### config.mk
export PLATFORM = sky130hd
export DESIGN_NAME = ring_word_store
export DESIGN_NICKNAME = d
export VERILOG_FILES = /design/src/rtl/ring_store_pkg.sv /design/src/rtl/ring_word_assembler.sv /design/src/rtl/ring_word_store.sv
export SDC_FILE = /design/constraint.sdc
export NUM_CORES = 1
export LEC_CHECK = 0
export ABC_AREA = 0
export ABC_CLOCK_PERIOD_IN_PS = 3470
export BUFFER_PORTS_ARGS = -buffer_cell sky130_fd_sc_hd__buf_2
export CAP_MARGIN = 20
export CORE_ASPECT_RATIO = 0.7
export CORE_MARGIN = 2
export CORE_UTILIZATION = 45
export CTS_CLUSTER_SIZE = 30
export DETAILED_ROUTE_END_ITERATION = 7
export SLEW_MARGIN = 20
export SYNTH_ARGS = -nofsm -noshare
export SYNTH_HDL_FRONTEND = slang
export SYNTH_HIERARCHICAL = 1
export SYNTH_SLANG_ARGS = --single-unit
### constraint.sdc
create_clock -name clk -period 3.47 [get_ports clk]
set_input_delay 0.5205 -clock clk [delete_from_list [all_inputs] [get_ports clk]]
set_output_delay 0.5205 -clock clk [all_outputs]
set_load 0.03 [all_outputs]
### src/rtl/ring_store_pkg.sv
// ---------------------------------------------------------------------------
// ring_store_pkg
// Shared definitions for the recirculating ring word store:
//   - default widths for the top-level parameters
//   - seek engine state encoding
//   - address/counter width helper (never returns less than 1 bit)
// No ports; imported by ring_word_store and ring_word_assembler.
// ---------------------------------------------------------------------------
package ring_store_pkg;

    localparam int DEF_WORD_WIDTH = 8;
    localparam int DEF_WORD_COUNT = 32;
    localparam int DEF_DIN_WIDTH  = 4;

    typedef enum logic {
        IDLE = 1'b0,
        SEEK = 1'b1
    } seek_state_t;

    // Width of an index that spans n items. A single item still needs a
    // 1-bit field so that the declarations stay legal.
    function automatic int addr_width(input int n);
        return (n > 1) ? $clog2(n) : 1;
    endfunction

endpackage

### src/rtl/ring_word_assembler.sv
// ---------------------------------------------------------------------------
// ring_word_assembler
// Collects WORD_WIDTH/DIN_WIDTH narrow beats (LSB beat first) into a word.
// A gap in wr discards the partial word.
//
// Ports:
//   clk, rst_n   clock, asynchronous active-low reset
//   clr          synchronous clear of the partial word and beat counter
//   wr, din      write beat strobe and data
//   word_valid   high in the cycle that carries the final beat
//   word         complete assembled word (valid with word_valid)
// ---------------------------------------------------------------------------
module ring_word_assembler
    import ring_store_pkg::*;
#(
    parameter int WORD_WIDTH = DEF_WORD_WIDTH,
    parameter int DIN_WIDTH  = DEF_DIN_WIDTH
) (
    input  logic                  clk,
    input  logic                  rst_n,
    input  logic                  clr,
    input  logic                  wr,
    input  logic [DIN_WIDTH-1:0]  din,
    output logic                  word_valid,
    output logic [WORD_WIDTH-1:0] word
);

    localparam int BEATS = WORD_WIDTH / DIN_WIDTH;
    localparam int CNT_W = addr_width(BEATS);

    logic [CNT_W-1:0]      r_cnt;
    logic [WORD_WIDTH-1:0] r_asm;
    logic [WORD_WIDTH-1:0] w_shift;
    logic                  w_last;

    // Beats enter at the top and shift down, so after BEATS beats the first
    // one sits in the LSB slot. Stale bits from a discarded partial word are
    // shifted out before they can reach the finished word.
    generate
        if (BEATS > 1) begin : g_multi
            assign w_shift = {din, r_asm[WORD_WIDTH-1:DIN_WIDTH]};
        end else begin : g_single
            assign w_shift = din;
        end
    endgenerate

    assign w_last     = (r_cnt == CNT_W'(BEATS - 1));
    assign word_valid = wr && w_last;
    assign word       = w_shift;

    always_ff @(posedge clk or negedge rst_n) begin
        if (!rst_n) begin
            r_cnt <= '0;
            r_asm <= '0;
        end else if (clr) begin
            r_cnt <= '0;
            r_asm <= '0;
        end else if (wr) begin
            if (w_last) begin
                r_cnt <= '0;
                r_asm <= '0;
            end else begin
                r_cnt <= r_cnt + CNT_W'(1);
                r_asm <= w_shift;
            end
        end else begin
            r_cnt <= '0;
            r_asm <= '0;
        end
    end

endmodule

### src/rtl/ring_word_store.sv
// ---------------------------------------------------------------------------
// ring_word_store
// Recirculating shift-register memory of WORD_COUNT x WORD_WIDTH words.
// The ring rotates one word per enabled cycle; the head word is always on
// dout. Words are written through a narrow beat port, and a seek engine
// rotates the ring until a requested address is at the head.
// Optional synchronous clear port when RING_CLEAR_EN is defined.
//
// Ports:
//   clk, rst_n          clock, asynchronous active-low reset
//   en                  rotate by one word this cycle
//   wr, din             write beat strobe and data (LSB beat first)
//   seek_valid          load seek_addr as target and start seeking
//   seek_addr           target address
//   clr                 (RING_CLEAR_EN only) zero all words, abort seek
//   dout                word at the head (registered)
//   head_addr           address of the head word
//   seek_busy           seek in progress (ring rotates every cycle)
//   seek_done           one-cycle pulse when the target reached the head
//
// state | meaning
// ------+---------------------------------------------------------------
// IDLE  | no seek; ring rotates only on en
// SEEK  | rotating one word per cycle until the target reaches the head
// ---------------------------------------------------------------------------
module ring_word_store
    import ring_store_pkg::*;
#(
    parameter int  WORD_WIDTH = DEF_WORD_WIDTH,
    parameter int  WORD_COUNT = DEF_WORD_COUNT,
    parameter int  DIN_WIDTH  = DEF_DIN_WIDTH,
    localparam int AW         = addr_width(WORD_COUNT)
) (
    input  logic                  clk,
    input  logic                  rst_n,
    input  logic                  en,
    input  logic                  wr,
    input  logic [DIN_WIDTH-1:0]  din,
    input  logic                  seek_valid,
    input  logic [AW-1:0]         seek_addr,
`ifdef RING_CLEAR_EN
    input  logic                  clr,
`endif
    output logic [WORD_WIDTH-1:0] dout,
    output logic [AW-1:0]         head_addr,
    output logic                  seek_busy,
    output logic                  seek_done
);

    // Physical slot 0 is the head; slot i holds the word at head_addr+i.
    logic [WORD_WIDTH-1:0] r_ring [WORD_COUNT];
    logic [AW-1:0]         r_head;
    logic [AW-1:0]         r_target;
    seek_state_t           r_state;
    logic                  r_done;

    seek_state_t           w_state_next;
    logic [AW-1:0]         w_target_next;
    logic [AW-1:0]         w_head_inc;
    logic [AW-1:0]         w_seek_tgt;
    logic                  w_done_next;
    logic                  w_rotate;
    logic                  w_clr;
    logic                  w_word_valid;
    logic [WORD_WIDTH-1:0] w_word;

`ifdef RING_CLEAR_EN
    assign w_clr = clr;
`else
    assign w_clr = 1'b0;
`endif

    ring_word_assembler #(
        .WORD_WIDTH (WORD_WIDTH),
        .DIN_WIDTH  (DIN_WIDTH)
    ) u_asm (
        .clk        (clk),
        .rst_n      (rst_n),
        .clr        (w_clr),
        .wr         (wr),
        .din        (din),
        .word_valid (w_word_valid),
        .word       (w_word)
    );

    assign w_head_inc = r_head + AW'(1);

    // A seek command issued from IDLE owns that cycle: en is ignored so a
    // hit on the current head really means zero rotations. While seeking the
    // ring always steps exactly one word per cycle.
    assign w_rotate = (r_state == SEEK) || (en && !seek_valid);

    // A retarget while seeking takes effect on the same edge.
    assign w_seek_tgt = seek_valid ? seek_addr : r_target;

    always_comb begin
        w_state_next  = r_state;
        w_target_next = r_target;
        w_done_next   = 1'b0;
        unique case (r_state)
            IDLE: begin
                if (seek_valid) begin
                    w_target_next = seek_addr;
                    if (seek_addr == r_head) begin
                        w_done_next = 1'b1;
                    end else begin
                        w_state_next = SEEK;
                    end
                end
            end
            SEEK: begin
                w_target_next = w_seek_tgt;
                // Compare against the head address after this edge's rotation.
                if (w_head_inc == w_seek_tgt) begin
                    w_state_next = IDLE;
                    w_done_next  = 1'b1;
                end
            end
            default: begin
                w_state_next = IDLE;
            end
        endcase
    end

    always_ff @(posedge clk or negedge rst_n) begin
        if (!rst_n) begin
            r_state  <= IDLE;
            r_target <= '0;
            r_done   <= 1'b0;
        end else if (w_clr) begin
            r_state  <= IDLE;
            r_target <= '0;
            r_done   <= 1'b0;
        end else begin
            r_state  <= w_state_next;
            r_target <= w_target_next;
            r_done   <= w_done_next;
        end
    end

    always_ff @(posedge clk or negedge rst_n) begin
        if (!rst_n) begin
            r_head <= '0;
        end else if (!w_clr && w_rotate) begin
            r_head <= w_head_inc;
        end
    end

    // On a rotating write the new word lands in the slot leaving the head,
    // i.e. the tail, so it returns to the head after WORD_COUNT rotations.
    always_ff @(posedge clk or negedge rst_n) begin
        if (!rst_n) begin
            for (int i = 0; i < WORD_COUNT; i++) begin
                r_ring[i] <= '0;
            end
        end else if (w_clr) begin
            for (int i = 0; i < WORD_COUNT; i++) begin
                r_ring[i] <= '0;
            end
        end else if (w_rotate) begin
            for (int i = 0; i < WORD_COUNT - 1; i++) begin
                r_ring[i] <= r_ring[i+1];
            end
            r_ring[WORD_COUNT-1] <= w_word_valid ? w_word : r_ring[0];
        end else if (w_word_valid) begin
            r_ring[0] <= w_word;
        end
    end

    assign dout      = r_ring[0];
    assign head_addr = r_head;
    assign seek_busy = (r_state == SEEK);
    assign seek_done = r_done;

endmodule

# [Word level (Yosys, flattened, before mapping)]
# Cells that the tools add are included.
[word_totals] reg_bits=277 input_bits=14 elab_cells=62
[op_classes] addsub=2 eq_ne=2 muxes=15 n_bitwise=1 n_reduce_logical=4
[ops] cell="$mux W8" count=4
[ops] cell="$eq A5 B5 Y1" count=2
[ops] cell="$mux W1" count=8
[ops] cell="$add A5 B1 Y5 const B" count=1
[ops] cell="$mux W5" count=1
[ops] cell="$pmux W1 S2" count=2
[ops] cell="$logic_and A1 B1 Y1" count=2
[ops] cell="$add A1 B1 Y1 const B" count=1
[ops] cell="$logic_not A1 Y1" count=1
[ops] cell="$logic_or A1 B1 Y1" count=1
[ops] cell="$not A1 Y1" count=1

# [Logic depth before layout (Yosys ltp)]
[depth] word_depth=4 mapped_depth=8 mapped_depth_nobuf=5

# [Cells and area by module]
# Netlist, hierarchy kept.
[by_module_without_submodules] mod="ring_word_store" instances=1 cells_per_inst=1143 area_each_um2=10288.6 seq_area_each_um2=6706.4
[by_module_without_submodules] mod="ring_word_assembler" instances=1 cells_per_inst=15 area_each_um2=220.2 seq_area_each_um2=125.1

# [Least setup slack after synthesis]
# Ideal clock, no wire load.
[synth_timing] path_kind="input port to flip-flop" start="input seek_valid" end="register r_state (netlist: seek_busy)" setup_ps=122 t_arrival_ps=1828 required_time_ps=3348 slack_ps=1520 cell_stages=5 path_buffers=1 cell_sequence="buf_6 mux2_4 xor3_1 or3b_1 o22a_1"
[synth_between] elab_chain_len=4
[synth_rtl] element="start: declaration" line_no="ring_word_store.sv:39" source="input logic seek_valid,"
[synth_rtl] element="$mux W5"
[synth_rtl] element="net w_seek_tgt[4]" line_no="ring_word_store.sv:60" source="logic [AW-1:0] w_seek_tgt;"
[synth_rtl] element="$eq A5 B5 Y1" line_no="ring_word_store.sv:114" source="if (w_head_inc == w_seek_tgt) begin"
[synth_rtl] element="$mux W1" line_no="ring_word_store.sv:114"
[synth_rtl] element="$pmux W1 S2" line_no="ring_word_store.sv:100" source="unique case (r_state)"
[synth_rtl] element="net w_state_next" line_no="ring_word_store.sv:57" source="seek_state_t w_state_next;"
[synth_rtl] element="end signal: assignment" line_no="ring_word_store.sv:135" source="r_state <= w_state_next;"
[synth_rtl] element="end: declaration" line_no="ring_word_store.sv:54" source="seek_state_t r_state;"
# The timed path passes the listed nets, and every way through them passes these cells.
# A chain may end at the register's enable or synchronous reset.

# [Worst setup path after layout]
[layout_timing] start="register r_head[0] (netlist: head_addr[0])" end="register r_state (netlist: seek_busy)"
[layout_between] elab_chain_len=4
[layout_rtl] element="start: declaration" line_no="ring_word_store.sv:52" source="logic [AW-1:0] r_head;"
[layout_rtl] element="start signal: assignment" line_no="ring_word_store.sv:145" source="r_head <= w_head_inc;"
[layout_rtl] element="$add A5 B1 Y5 or $eq A5 B5 Y1 (tied branches)" line_no="ring_word_store.sv:86, ring_word_store.sv:104"
[layout_rtl] element="$eq A5 B5 Y1 or $mux W1 (tied branches)" line_no="ring_word_store.sv:114, ring_word_store.sv:104"
[layout_rtl] element="$mux W1, on equally long branches" line_no="ring_word_store.sv:114, ring_word_store.sv:102"
[layout_rtl] element="$pmux W1 S2 *" line_no="ring_word_store.sv:100"
[layout_rtl] element="net w_state_next" line_no="ring_word_store.sv:57"
# Mark *: on every way through the listed nets, which the timed path passes. The rest lies on a longest branch.

==> out/metrics.yaml <==
status: "complete, no violations"
ys_seq_area_share_pct: 65.0
leakagePower_nw: 6.53
arrival_ns: 2.37
num_antenna_cells: 0
start_util_pct: 46.1
setup_viol: 0
cap_violations: 0
setup_tns_ns: 0
ys_types: 31
synth.top_cells.by_area: "dfrtp_1, nand2_1, clkbuf_1"
insertion_delay_ns: 0.52
row_count: 46
ios: 29
gp_congestion: 0.728
syn_area_um2: 10500
htree_levels: 1
worstPathRequired_ns: 3.88
maxSlewViolCount: 0
cts_resized: 0
synth_area_leader_cell: "dfrtp_1"
grt_max_degree: 86
place_area_um2: 10900
cp-start-kind: "flop"
num_vias: 6992
portBuffers: 28
postCtsHoldBufs: 1
gr-usage-all-layers_pct: 14.9
final_design_area_no_fill_um2: 11700
antenna_found_initial: 0
p_int_w: 0.00631
combPwrFrac_pct: 17.6
ys_ff_latch: 273
peakVddDrop_mv: 0.369
cts.sinks: 273
seqPwrFrac_pct: 53.6
slew_headroom_pct: 54.7
end_kind: "flop"
root_buffer: "clkbuf_16"
grt_pass1_wl_um: 31500
hpwl_um: 10000
reg2reg_setup_slack_ns: 1.51
setup_ws_ns: 1.51
path_clk_slew_ns: 0.06
hp-class: "in2reg"
yosysWarnings: 6
die_w_um: 187
first_pass_iters: 6
p_sw_share_pct: 29.6
layout.nets: 1172
path_max_fanout: 8
fmax_ghz: 0.509
antenna_left: 0
die_y_um: 132
fin_crit_sh_pct: 56.6
p_clk_share_pct: 28.7
p_sw_w: 0.00266
period_minus_slack_ns: 1.96
syn-instance-count: 1158
worst_pin_slew_ns: 0.680
drt-vias-per-instance: 4.72
syn_to_final_growth_pct: 11.3
layout_commonest_cell: "nand2_1"
hold_viol: 0
pre_cts_ws_ns: 1.33
design.core.area_um2: 22800
cts_buffers: 25
fin_cells: 1482
powerDensity_nw_per_um2: 767
avgSynthCellArea_um2: 9.07
drc: 0
first_global_vias: 6735
clk_path_buf_depth: 3
mostFrequentLayoutCells: "nand2_1, dfrtp_1, buf_2"
fin_worst_skew_ns: 0.0146
worst_hold_slack_ns: 0.286
finalWirelength_um: 17500
post_cts.repair.setup_buffers: 0
drive_gt1_share_pct: 7.01
synth_top_area_share_pct: 65.0
overflow: 0
first_iter_violations: 383
die_area_um2: 24600
place_inst: 1441
worstSetupPathType: "reg2reg"
tritoncts: "done"
rsz0062_at_grt: "false"
routedWlPerCell_um: 11.8
[cell families (layout without fill, tap and decap cells)]
group | after synthesis | count (layout) | share of synthesized area [%]
compound gates | 23 | 23 | 1.17
xor+xnor | 14 | 14 | 1.31
fa+ha+maj | 1 | 1 | 0.119
buf+inv | 77 | 85 | 3.42
flops | 273 | 273 | 65.0
mux | 13 | 13 | 1.30
other cells | 1 | 5 | 0.0357
simple gates | 756 | 756 | 27.6
[final cells by class]
class                   count  area, um2
well taps                 312        390
clock buffers              39        748
fillers                  2152      11100
multi-input cells         812       3350
flip-flops and latches    273       6830
inverters                   4       15.0
repair buffers             41        350
clock inverters             1       5.00
[state kept, by name, indices dropped and copies added (netlist names)]
signal and cells:
r_ring 248, u_asm/r_asm 4, u_asm/r_cnt 1, seek_busy 1, r_target 5, dout 8
head_addr 5, seek_done 1
[final timing paths]
kind | start | end | cells past startpoint
worst max-delay path | head_addr[0] | seek_busy | 5
worst min-delay path | seek_addr[4] | r_target[4] | 2
worst max register to register | head_addr[0] | seek_busy | 5
worst min register to register | r_ring[236] | r_ring[244] | 2
max in group asynchronous | rst_n | r_ring[152] | 3
min in group asynchronous | rst_n | r_ring[13] | 2
[synth_stat cells (all sizes together)]
| library cell | instances |
|---|---|
| a21o | 1 |
| a21oi | 10 |
| a31oi | 1 |
| and2 | 1 |
| and3 | 1 |
| and4 | 1 |
| and4bb | 4 |
| buf | 28 |
| clkbuf | 45 |
| conb | 1 |
| dfrtp | 273 |
| ha | 1 |
| inv | 4 |
| mux2 | 2 |
| mux2i | 11 |
| nand2 | 733 |
| nand4 | 2 |
| nand4b | 1 |
| nor2 | 9 |
| nor3 | 2 |
| nor3b | 1 |
| o21ai | 10 |
| o22a | 1 |
| or3b | 1 |
| xnor2 | 7 |
| xor2 | 6 |
| xor3 | 1 |
[per-stage QoR]
| step | power, W | util (%) |
|---|---|---|
| final | 0.00897 | 51.3 |
| after global routing | 0.00961 | 51.3 |
| after CTS | 0.00912 | 51.3 |
| after detailed placement | 0.00649 | 48.0 |
| after global placement | 0.00642 | 48.0 |
| after floorplan | 0.00599 | - |
[power by group through the flow]
stage	clock network, W	logic (W)	registers (W)
after floorplan	0	0.00122	0.00477
after global placement	0	0.00156	0.00485
after detailed placement	0	0.00162	0.00487
after CTS	0.00267	0.00163	0.00482
after global routing	0.00280	0.00186	0.00496
final	0.00258	0.00158	0.00481
[per-layer routing]
layer  global-route usage (%)  vias up  share of wire, %  routed length (um)
li1                         -     3498                 -                   -
met1                     22.0     3386                52                9090
met2                     22.8       80                42                7350
met3                     2.82       28               3.9                 673
met4                     3.70        0               2.0                 352
met5                        0        -                 0                   0
[critical path, stage by stage, from the launching register on]
cell and delay [ns]:
dfrtp_1 0.56, ha_1 0.28, and3_1 0.20, xor3_1 0.21, or3b_1 0.39, o22a_1 0.22
(Power assumes the default switching activity.)
